==> src/rtl/vxe_txn_pkg.sv <==
// Shared widths, limits and the captured-error record for the transaction ID tracker.
// Widths follow the 64-entry ID space; error code 2'b00 means OK.
package vxe_txn_pkg;

  localparam int TXNID_W = 6;
  localparam int ERR_W   = 2;
  localparam int MAX_TXN = 64;
  localparam int CNT_W   = 7;

  localparam logic [ERR_W-1:0] ERR_OK = 2'b00;

  typedef struct packed {
    logic [TXNID_W-1:0] txnid;
    logic               rnw;
    logic [ERR_W-1:0]   code;
  } err_rec_t;

  function automatic logic is_err(input logic [ERR_W-1:0] code);
    return code != ERR_OK;
  endfunction

endpackage

==> src/rtl/vxe_txnid_penc.sv <==
// Lowest-set-bit priority encoder: returns the index of the lowest set bit of vec
// and a found flag; idx is 0 when nothing is set.
module vxe_txnid_penc
  import vxe_txn_pkg::*;
#(
  parameter int N = MAX_TXN
) (
  input  logic [N-1:0]       vec,
  output logic [TXNID_W-1:0] idx,
  output logic               found
);

  // NOTE: outputs get a default before the loop so every path assigns them;
  // without it an unmatched search would hold the old value and infer a latch.
  always_comb begin
    idx   = '0;
    found = 1'b0;
    // Scan high to low so the last hit written is the lowest index.
    for (int i = N - 1; i >= 0; i--) begin
      if (vec[i]) begin
        idx   = TXNID_W'(i);
        found = 1'b1;
      end
    end
  end

endmodule

==> src/rtl/vxe_txnid_tracker.sv <==
// Transaction ID tracker: grants the lowest free ID, retires IDs on responses,
// counts outstanding IDs and records the first response error and protocol violations.
module vxe_txnid_tracker
  import vxe_txn_pkg::*;
#(
  parameter int NTXN = 64
) (
  input  logic               clk,
  input  logic               rst,
  input  logic               i_alloc_req,
  input  logic               i_alloc_rnw,
  output logic               o_alloc_rdy,
  output logic [TXNID_W-1:0] o_alloc_txnid,
  input  logic               i_res_vld,
  input  logic [TXNID_W-1:0] i_res_txnid,
  input  logic               i_res_rnw,
  input  logic [ERR_W-1:0]   i_res_err,
  output logic [CNT_W-1:0]   o_outstanding,
  output logic               o_idle,
  output logic               o_err_vld,
  output logic [TXNID_W-1:0] o_err_txnid,
  output logic               o_err_rnw,
  output logic [ERR_W-1:0]   o_err_code,
  input  logic               i_err_clr,
  output logic               o_proto_err
);

  logic [NTXN-1:0]    valid_q, valid_d;
  logic [NTXN-1:0]    rnw_q, rnw_d;
  logic [NTXN-1:0]    alloc_mask, retire_mask;
  logic [MAX_TXN-1:0] valid_ext, rnw_ext;
  logic [MAX_TXN-1:0] alloc_oh, res_oh;

  logic               alloc_fire;
  logic               res_hit, rnw_mismatch;
  logic               retire, proto_viol;
  logic               err_capture;

  logic [CNT_W-1:0]   cnt_q, cnt_d;
  logic               err_vld_q;
  err_rec_t           err_q;
  logic               proto_q;

  vxe_txnid_penc #(
    .N (NTXN)
  ) u_penc (
    .vec   (~valid_q),
    .idx   (o_alloc_txnid),
    .found (o_alloc_rdy)
  );

  // Widening to the full ID space makes IDs >= NTXN read as not outstanding.
  assign valid_ext = MAX_TXN'(valid_q);
  assign rnw_ext   = MAX_TXN'(rnw_q);
  assign alloc_oh  = MAX_TXN'(1) << o_alloc_txnid;
  assign res_oh    = MAX_TXN'(1) << i_res_txnid;

  assign alloc_fire   = i_alloc_req && o_alloc_rdy;
  assign res_hit      = valid_ext[i_res_txnid];
  assign rnw_mismatch = rnw_ext[i_res_txnid] != i_res_rnw;
  assign retire       = i_res_vld && res_hit;
  assign proto_viol   = i_res_vld && (!res_hit || rnw_mismatch);
  assign err_capture  = retire && is_err(i_res_err) && (!err_vld_q || i_err_clr);

  assign alloc_mask  = alloc_fire ? alloc_oh[NTXN-1:0] : '0;
  assign retire_mask = retire     ? res_oh[NTXN-1:0]   : '0;

  // The granted ID is free and the retired ID is valid, so the masks never overlap.
  assign valid_d = (valid_q & ~retire_mask) | alloc_mask;
  assign rnw_d   = (rnw_q & ~alloc_mask) | (i_alloc_rnw ? alloc_mask : '0);

  always_comb begin
    cnt_d = cnt_q;
    unique case ({alloc_fire, retire})
      2'b10:   cnt_d = cnt_q + CNT_W'(1);
      2'b01:   cnt_d = cnt_q - CNT_W'(1);
      default: cnt_d = cnt_q;
    endcase
  end

  // NOTE: the per-ID valid bits are reset because they define which IDs are
  // outstanding; leaving them unreset would hand out or retire garbage IDs.
  // NOTE: sequential state uses non-blocking assignments so every register
  // samples pre-edge values regardless of statement order.
  always_ff @(posedge clk or posedge rst) begin
    if (rst) begin
      valid_q <= '0;
      rnw_q   <= '0;
      cnt_q   <= '0;
    end else begin
      valid_q <= valid_d;
      rnw_q   <= rnw_d;
      cnt_q   <= cnt_d;
    end
  end

  // A new error or violation in the clearing cycle takes priority over the clear.
  always_ff @(posedge clk or posedge rst) begin
    if (rst) begin
      err_vld_q <= 1'b0;
      err_q     <= '0;
      proto_q   <= 1'b0;
    end else begin
      if (err_capture) begin
        err_vld_q <= 1'b1;
        err_q     <= '{txnid: i_res_txnid, rnw: i_res_rnw, code: i_res_err};
      end else if (i_err_clr) begin
        err_vld_q <= 1'b0;
      end

      if (proto_viol) begin
        proto_q <= 1'b1;
      end else if (i_err_clr) begin
        proto_q <= 1'b0;
      end
    end
  end

  assign o_outstanding = cnt_q;
  assign o_idle        = (cnt_q == '0);
  assign o_err_vld     = err_vld_q;
  assign o_err_txnid   = err_q.txnid;
  assign o_err_rnw     = err_q.rnw;
  assign o_err_code    = err_q.code;
  assign o_proto_err   = proto_q;

endmodule

==> config.mk <==
export PLATFORM = sky130hd
export DESIGN_NAME = vxe_txnid_tracker
export DESIGN_NICKNAME = d
export VERILOG_FILES = /design/src/rtl/vxe_txn_pkg.sv /design/src/rtl/vxe_txnid_penc.sv /design/src/rtl/vxe_txnid_tracker.sv
export SDC_FILE = /design/constraint.sdc
export NUM_CORES = 1
export LEC_CHECK = 0
export CAP_MARGIN = 5
export CORE_ASPECT_RATIO = 0.8
export CORE_MARGIN = 2
export CORE_UTILIZATION = 45
export DETAILED_ROUTE_END_ITERATION = 8
export HOLD_SLACK_MARGIN = 0.08
export PLACE_DENSITY = 0.6
export SYNTH_ARGS = -nofsm -noshare
export SYNTH_HDL_FRONTEND = slang
export SYNTH_SLANG_ARGS = --single-unit
==> constraint.sdc <==
create_clock -name clk -period 5.7 [get_ports clk]
set_clock_uncertainty 0.2 [all_clocks]
set_input_delay 0.57 -clock clk [delete_from_list [all_inputs] [get_ports clk]]
set_output_delay 0.57 -clock clk [all_outputs]
set_load 0.005 [all_outputs]
==> flow_metrics.env, run 1 <==
export IMPL_yosysSeqAreaShare_pct=43.7
export IMPL_cts_sinks=146
export IMPL_track_usage_pct=30.2
export IMPL_crit_slowest_cell="clkdlybuf4s50_1"
export IMPL_rr_startpoint="valid_ext[1]"
export IMPL_drive_gt1_share_pct=16.3
export IMPL_wl_per_cell_um=25.4
export IMPL_grt_pass1_vias=7070
export IMPL_ir_worst_vdd_mv=0.364
export IMPL_cts_buffers=17
export IMPL_synth_async_reset_ratio_pct=100
export IMPL_fmax_mhz=208
export IMPL_dr_first_iter_drc_count=817
export IMPL_h_tree_depth=4
export IMPL_vias_per_cell=6.55
export IMPL_drc_errors=0
export IMPL_power_static_leakage_uw=0.00403
export IMPL_dp_hpwl_um=20500
export IMPL_io_buffers=40
export IMPL_cts_tree="done"
export IMPL_n_antenna_cell=0
export IMPL_cp_endpoint="o_outstanding[6]"
export IMPL_nets=904
export IMPL_syn_area_mm2=0.00836
export IMPL_hold_buffers=0
export IMPL_start_util_pct=46.0
export IMPL_num_vias=7389
export IMPL_grt_pass1_wl_um=44100
export IMPL_min_path_type="register to register"
export IMPL_dr_pass1_iters=6
export IMPL_io_pins=41
export IMPL_die_area_mm2=0.0197
export IMPL_fin_tns_setup_ns=0
export IMPL_wirelength_um=28600
export IMPL_r2r_cells=17
export IMPL_grt_setup_unrepaired="no"
export IMPL_path_delay_family="simple AND/OR/NAND/NOR gates"
export IMPL_grt_max_degree=101
export IMPL_clock_latency_ns=0.44
export IMPL_dieWidth_um=156
export IMPL_antenna_found_initial=0
export IMPL_ctsResizeCount=0
export IMPL_worstPathRequired_ns=5.82
export IMPL_placed_area_mm2=0.00893
export IMPL_syn_nets=880
export IMPL_synth_most_common_cell="dfrtp_1"
export IMPL_status="complete, no violations"
export IMPL_r2r_slack_ns=1.67
export IMPL_cts_root_buf="clkbuf_16"
export IMPL_reg2reg_to="o_outstanding[6]"
export IMPL_worstPathArrival_ns=4.94
export IMPL_synth_common_cells="dfrtp_1 (146), o21ai_0 (137), nand2_1 (81)"
export IMPL_powerDensity_mw_per_mm2=448
export IMPL_grt_overflow_total=0
export IMPL_final_area_mm2=0.00955
export IMPL_die_h_um=126
export IMPL_synth_top_area_share_pct=43.7
export IMPL_startpoint_type="primary input"
export IMPL_synth_cell_type_count=70
export IMPL_yosys_area_top_type="dfrtp_1"
export IMPL_cp_max_fo=18
export IMPL_crit_start="i_res_txnid[1]"
export IMPL_tightest_slew_ns=1.14
export IMPL_critPathCaptureType="register"
export IMPL_setup_viol=0
export IMPL_path_class="primary input to register"
export IMPL_ys_seq_elements=146
export IMPL_postSynthCellCount=862
export IMPL_whs_ns=0.294
export IMPL_detail_route_antenna_nets=0
export IMPL_crit_cells=19
export IMPL_final_period_utilization_pct=84.5
export IMPL_cts_clk_slew_worst_paths_ns=0.06
export IMPL_period_needed_ns=4.82
export IMPL_cts_setup_buffers=0
export IMPL_syn_to_final_growth_pct=14.2
export IMPL_finalMaxSlewViolations=0
export IMPL_synth_warnings=0
export IMPL_rows=44
export IMPL_clockBufferDepth=2
export IMPL_max_cap_viol_count=0
export IMPL_crit_buf_inv=2
export IMPL_synthFlopType="dfrtp_1"
export IMPL_cpPeakStageDelay_ns=1.02
export IMPL_max_slew_margin_pct=24.3
export IMPL_core_mm2=0.0182
export IMPL_cp_cell_sequence="clkdlybuf4s50_1 > nor2_1 > nand3_1 > nand4_1 > or2_2 > nor4_2 > a21o_1 > ha_1 > buf_4 > xor2_1 > ha_1 > nand2b_1 > o21ai_0 > nand2_1 > nand2_1 > o21ai_0 > a32oi_1 > nor2_1 > xor2_1"
export IMPL_gp_congestion=0.962
export IMPL_synth_edf_count=0
export IMPL_fillCellCount=1671
export IMPL_netlist_top_cells_area="dfrtp_1 (44%), mux2_2 (8.6%), o21ai_0 (8.2%), mux2i_1 (4.1%), nand2_1 (3.6%)"
export IMPL_postSynthAreaPerCell_um2=9.70
export IMPL_hold_viol=0
-- area by class of cell --
cell class | count | area [um2] | share of cell area (%)
clock buffers | 17 | 425 | 4.46
repair buffers | 52 | 488 | 5.11
well taps | 230 | 288 | 3.01
clock inverters | 14 | 194 | 2.03
inverters | 18 | 72.6 | 0.760
multi-input cells | 651 | 4430 | 46.4
flip-flops and latches | 146 | 3650 | 38.3
-- logic make-up after synthesis --
| family | count (synthesis) | share of synthesized area, % |
|---|---|---|
| flip-flops | 146 | 43.7 |
| AO/OA/AOI/OAI | 219 | 15.6 |
| XOR/XNOR | 10 | 1.05 |
| buffers and inverters | 65 | 3.40 |
| adder cells (fa/ha/maj) | 3 | 0.449 |
| AND/OR/NAND/NOR | 302 | 18.7 |
| multiplexers | 117 | 17.2 |
-- layer usage --
layer	part of all wire [%]	up-vias	track usage, %
met4	1.8	0	8.42
met1	45	3735	45.0
li1	-	3237	-
met5	0	-	0
met3	8.5	43	6.09
met2	45	374	44.6
-- cells in the final DEF (no fill, tap or decap), drive strengths merged, types with 9 or more instances in the layout --
cell type and instances:
nor2b 12, nand2b 16, inv 25, mux4 14, nand2 82, nor3 20, buf 13, nand4 27
mux2 69, clkdlybuf4s50 39, o21ai 140, a22oi 15, mux2i 34, nor2 55, a21oi 16, dfrtp 146
or2 9, clkbuf 17, nand3 39
-- metrics by stage --
stage	std cells	setup WS [ns]	total power [uW]	utilization (%)
floorplan	862	1.01	2290	-
global placement	1097	0.785	3040	49.1
detailed placement	1097	0.549	3050	49.1
CTS	1128	1.00	4240	52.6
global route	1128	0.520	4460	52.6
finish	1128	0.882	4270	52.6
-- worst min-delay path by stage --
stage          startpoint        to  cells after the start
6_report         register  register                      2
5_1_grt          register  register                      1
4_1_cts          register  register                      1
3_5_place_dp     register  register                      1
3_3_place_gp     register  register                      2
2_1_floorplan    register  register                      2
-- where the power goes --
group / switching [uW] / leakage [uW] / total [uW] / internal [uW]
Combinational: 1120 / 0.00179 / 1700 / 579
Clock: 494 / 0.000298 / 1200 / 703
Sequential: 185 / 0.00194 / 1380 / 1190
Total: 1800 / 0.00403 / 4270 / 2470
-- worst reg2reg max path, stage by stage (launching register included) --
cell      delay, ns
dfrtp_1        0.57
nand4_2        0.27
or2_2          0.46
nor4_4         0.40
nand2_1        0.20
nand2_1        0.19
ha_1           0.17
buf_4          0.19
xor2_1         0.17
ha_1           0.21
nand2b_1       0.07
o21ai_0        0.14
nand2_1        0.07
nand2_1        0.11
o21ai_0        0.10
a32oi_1        0.21
nor2_1         0.07
xor2_1         0.14
(Power assumes the default switching activity.)
==> run 2, diff against run 1 <==
- clock period: 5.7 -> 4.9 ns (I/O delays scaled with it)
==> run 2 against run 1 <==
Compared with the run above: sequential share of layout area fell by 0.10 points; wire length rose by 0.40%; critical endpoint unchanged; global-route usage fell by 0.17 points; design area rose by 0.28%; worst setup slack got worse by 0.14 ns; first-iteration DRC count rose by 9.1%.
==> flow_metrics.env, run 2 (synthesized netlist as in run 1, its figures left out) <==
export IMPL_p_sw_share_pct=42.5
export IMPL_cts_root_buf="clkbuf_16"
export IMPL_min_path_cells=1
export IMPL_cpPeakStageDelay_ns=0.71
export IMPL_num_vias=7360
export IMPL_powerDensity_mw_per_mm2=511
export IMPL_syn_to_final_growth_pct=14.6
export IMPL_cts_tree="done"
export IMPL_multi_input_area_mm2=0.00444
export IMPL_cts_clk_slew_worst_paths_ns=0.06
export IMPL_fillCellCount=1659
export IMPL_layout_commonest_cell="dfrtp_1"
export IMPL_h_tree_depth=4
export IMPL_rr_startpoint="valid_ext[1]"
export IMPL_hold_viol=0
export IMPL_cts_setup_buffers=0
export IMPL_tightest_slew_ns=0.891
export IMPL_antenna_found_initial=0
export IMPL_worstPathArrival_ns=4.32
export IMPL_cp_max_fo=15
export IMPL_grt_overflow_total=0
export IMPL_wirelength_um=28700
export IMPL_core_mm2=0.0182
export IMPL_ctsResizeCount=0
export IMPL_io_pins=41
export IMPL_max_cap_viol_count=0
export IMPL_critPathCaptureType="register"
export IMPL_p_clk_share_pct=26.5
export IMPL_dp_hpwl_um=20600
export IMPL_p_sw_uw=2080
export IMPL_ir_worst_vdd_mv=0.311
export IMPL_dr_pass1_iters=6
export IMPL_intPower_uw=2810
export IMPL_io_buffers=40
export IMPL_final_period_utilization_pct=85.0
export IMPL_period_needed_ns=4.16
export IMPL_drc_errors=0
export IMPL_fin_tns_setup_ns=0
export IMPL_vias_per_cell=6.48
export IMPL_grt_pass1_wl_um=43700
export IMPL_grt_pass1_vias=7053
export IMPL_clockBufferDepth=2
export IMPL_start_util_pct=46.0
export IMPL_wl_per_cell_um=25.3
export IMPL_die_h_um=126
export IMPL_grt_max_degree=92
export IMPL_path_class="primary input to register"
export IMPL_crit_slowest_cell="clkdlybuf4s50_1"
export IMPL_status="complete, no violations"
export IMPL_mostFrequentLayoutCells="dfrtp_1 (146), o21ai_0 (137), nand2_1 (81)"
export IMPL_nets=910
export IMPL_min_path_type="register to register"
export IMPL_clock_latency_ns=0.43
export IMPL_setup_viol=0
export IMPL_grt_setup_unrepaired="no"
export IMPL_power_static_leakage_uw=0.00405
export IMPL_seqCellArea_mm2=0.00365
export IMPL_reg2reg_to="o_outstanding[6]"
export IMPL_fmax_mhz=240
export IMPL_seq_power_share_pct=32.7
export IMPL_die_area_mm2=0.0197
export IMPL_r2r_slack_ns=1.04
export IMPL_track_usage_pct=30.0
export IMPL_detail_route_antenna_nets=0
export IMPL_dr_first_iter_drc_count=891
export IMPL_finalMaxSlewViolations=0
export IMPL_drive_gt1_share_pct=16.8
export IMPL_cp_cell_sequence="clkdlybuf4s50_1 > nor2_1 > o2111ai_1 > o211ai_1 > nor4_2 > a21o_1 > ha_1 > xor2_1 > ha_1 > nand2_1 > nor2_1 > o21ai_0 > nand2_1 > o21ai_0 > a32oi_1 > nor2_1 > xor2_1"
export IMPL_power_frac_comb_pct=40.8
export IMPL_gp_congestion=0.939
export IMPL_startpoint_type="primary input"
export IMPL_r2r_cells=16
export IMPL_hold_buffers=0
export IMPL_rows=44
export IMPL_max_slew_margin_pct=40.6
export IMPL_cts_buffers=17
export IMPL_n_antenna_cell=0
export IMPL_whs_ns=0.289
export IMPL_dieWidth_um=156
export IMPL_worstPathRequired_ns=5.06
export IMPL_cts_sinks=146
export IMPL_timing_critical_path_mode_cell="nor2_1"
==> run 2: changes by cell type in the layout (fill, tap and decap cells not counted), sizes merged <==
cell / previous run / this run
clkinvlp: 2 / 1
clkinv: 2 / 5
buf: 13 / 19
clkbuf: 17 / 20
bufinv: 3 / 1
inv: 25 / 23
==> run 2: area by class of cell <==
| cell class | count | area share (%) |
|---|---|---|
| Timing Repair Buffer | 58 | 5.70 |
| Sequential cell | 146 | 38.2 |
| Clock inverter | 12 | 1.28 |
| Multi-Input combinational cell | 651 | 46.3 |
| Tap cell | 230 | 3.01 |
| Inverter | 18 | 0.758 |
| Clock buffer | 20 | 4.77 |
==> run 2: layer usage <==
layer	vias to the layer above	GRT usage (%)	share of wire [%]
met5	-	0	0
met4	0	10.8	3.2
met3	56	6.61	8.5
met2	399	43.4	44
met1	3671	44.2	44
li1	3234	-	-
==> run 2: power by group through the flow <==
stage          Clock [uW]  Sequential [uW]  Combinational (uW)
6_report             1300             1600                2000
5_1_grt              1360             1630                2100
4_1_cts              1310             1600                1960
3_5_place_dp            0             1610                1950
3_3_place_gp            0             1610                1940
2_1_floorplan           0             1530                1130
==> run 2: worst max-delay path by stage <==
stage	endpoint	cells after the start	startpoint	slack, ns
5_1_grt	o_outstanding[6]	19	i_res_txnid[1]	0.57
3_3_place_gp	o_outstanding[6]	18	i_res_txnid[1]	0.47
6_report	o_outstanding[6]	17	i_res_txnid[1]	0.74
2_1_floorplan	asynchronous set/reset pin	1	rst	0.29
4_1_cts	o_outstanding[6]	18	i_res_txnid[1]	0.83
3_5_place_dp	o_outstanding[6]	18	i_res_txnid[1]	0.39
==> run 2: per-stage QoR <==
stage          utilization, %  worst slack, ns  cells  cell area, um2  power (uW)
2_1_floorplan               -            0.287    862            8360        2660
3_3_place_gp             49.5            0.469   1103            8990        3550
3_5_place_dp             49.5            0.391   1103            8990        3560
4_1_cts                  52.7            0.827   1135            9570        4870
5_1_grt                  52.7            0.566   1135            9570        5090
6_report                 52.7            0.737   1135            9570        4900
==> run 2: worst max-delay path, delay by kind of cell <==
kind,cells,cell delay [ns]
compound gates,6,1.16
xor+xnor,2,0.32
fa+ha+maj,2,0.47
buf+inv,1,0.71
simple gates,6,1.17
==> run 3, diff against run 2 <==
- clock period: 4.9 -> 4 ns (I/O delays scaled with it)
==> run 3 against run 2 <==
Compared with the run above: combinational power is 33% higher; clock-buffer cell count stayed put; first-iteration DRC count is 7.0% higher; design area is 4.0% higher; critical path depth is 9 lower; utilization is 2.1 points higher; worst setup slack worse by 0.53 ns; hold slack worse by 0.11 ns; sequential share of layout area is 1.5 points lower; sequential power is 21% higher; sequential cell count stayed put; largest power group unchanged.
==> flow_metrics.env, run 3 (synthesized netlist as in run 1, its figures left out) <==
export IMPL_num_vias=7584
export IMPL_gp_congestion=0.996
export IMPL_rr_startpoint="valid_ext[46]"
export IMPL_fmax_mhz=264
export IMPL_drc_errors=0
export IMPL_cp_max_fo=10
export IMPL_startpoint_type="register"
export IMPL_fin_ws_ns=0.211
export IMPL_ir_worst_vdd_mv=0.437
export IMPL_cpPeakStageDelay_ns=0.52
export IMPL_max_cap_viol_count=0
export IMPL_io_pins=41
export IMPL_nets=952
export IMPL_finalMaxSlewViolations=0
export IMPL_layout_commonest_cell="dfrtp_1"
export IMPL_dp_slack_ns=-0.153
export IMPL_cts_setup_buffers=0
export IMPL_core_mm2=0.0182
export IMPL_period_needed_ns=3.79
export IMPL_crit_buf_inv=3
export IMPL_grt_max_degree=64
export IMPL_clock_latency_ns=0.43
export IMPL_worstPathArrival_ns=3.19
export IMPL_crit_slowest_cell="clkdlybuf4s50_1"
export IMPL_dp_hpwl_um=22000
export IMPL_final_cells=1177
export IMPL_vias_per_cell=6.44
export IMPL_track_usage_pct=31.4
export IMPL_critPathCaptureType="output port"
export IMPL_dr_first_iter_drc_count=953
export IMPL_grt_pass1_wl_um=45800
export IMPL_h_tree_depth=4
export IMPL_dp_cells=1145
export IMPL_crit_start="valid_ext[59]"
export IMPL_drive_gt1_share_pct=20.6
export IMPL_hold_viol=0
export IMPL_final_core_util_pct=54.8
export IMPL_io_buffers=40
export IMPL_tightest_slew_ns=0.832
export IMPL_die_h_um=126
export IMPL_path_delay_family="buffers and inverters"
export IMPL_cts_sinks=146
export IMPL_hold_buffers=0
export IMPL_path_class="register to output port"
export IMPL_grt_setup_unrepaired="no"
export IMPL_die_area_mm2=0.0197
export IMPL_cp_cell_sequence="and4_1 > a21oi_1 > o21ai_1 > or3b_1 > a221o_1 > inv_1 > buf_4 > clkdlybuf4s50_1"
export IMPL_dr_pass1_iters=5
export IMPL_wl_per_cell_um=25.2
export IMPL_powerDensity_mw_per_mm2=634
export IMPL_grt_overflow_total=0
export IMPL_fillCellCount=1636
export IMPL_mostFrequentLayoutCells="dfrtp_1 (146), o21ai_0 (137), nand2_1 (81)"
export IMPL_antenna_found_initial=0
export IMPL_worstPathRequired_ns=3.40
export IMPL_power_static_leakage_uw=0.00428
export IMPL_dieWidth_um=156
export IMPL_max_slew_margin_pct=44.5
export IMPL_cts_tree="done"
export IMPL_setup_viol=0
export IMPL_min_path_type="primary input to asynchronous set/reset pin"
export IMPL_cts_buffers=17
export IMPL_n_antenna_cell=0
export IMPL_detail_route_antenna_nets=0
export IMPL_clockBufferDepth=2
export IMPL_cts_root_buf="clkbuf_16"
export IMPL_grt_pass1_vias=7408
export IMPL_final_period_utilization_pct=94.7
export IMPL_rows=44
export IMPL_fin_total_pwr_uw=6310
export IMPL_syn_to_final_growth_pct=19.1
export IMPL_cts_clk_slew_worst_paths_ns=0.07
export IMPL_start_util_pct=46.0
export IMPL_status="complete, no violations"
export IMPL_wirelength_um=29700
run 3: metrics by stage:
step           hold WS (ns)  TNS [ns]  area (um2)
2_1_floorplan         0.245         0        8360
3_3_place_gp          0.262   -0.0493        9310
3_5_place_dp          0.281    -0.233        9310
4_1_cts               0.194         0        9940
5_1_grt               0.226         0        9950
6_report              0.180         0        9950
run 3: area by class of cell:
cell class	count	area [um2]	area share [%]
Inverter	18	71.3	0.717
Timing Repair Buffer	100	876	8.80
Multi-Input combinational cell	651	4440	44.6
Clock inverter	12	170	1.71
Tap cell	230	288	2.89
Sequential cell	146	3650	36.7
Clock buffer	20	457	4.59
run 3: timing repair:
action / 4_1_cts / 5_1_grt
setup endpoints to repair: 0 / 1
endpoints found under the hold margin: 0 / 0
resized for setup: 0 / 3
run 3: worst paths after layout:
check / depth (start not counted) / endpoint / slack [ns]
min in group clk: 1 / register / 0.29
setup / recovery: 8 / o_alloc_txnid[2] / 0.21
setup reg to reg: 16 / o_outstanding[6] / 0.32
hold reg to reg: 1 / register / 0.29
hold / removal: 2 / asynchronous set/reset pin / 0.18
max in group asynchronous: 3 / valid_ext[23] / 2.68
run 3: where the power goes:
| group | internal (uW) | leakage, uW | switching, uW |
|---|---|---|---|
| Clock | 1030 | 0.000304 | 689 |
| Sequential | 1700 | 0.00194 | 225 |
| Combinational | 988 | 0.00203 | 1670 |
| Total | 3720 | 0.00428 | 2590 |
run 3: metal layers:
metal,GRT usage [%],vias to the layer above,wire length (um)
met5,0,-,0
met3,7.98,64,2740
met1,46.2,3796,13200
li1,-,3322,-
met4,9.01,0,728
met2,46.1,402,13000
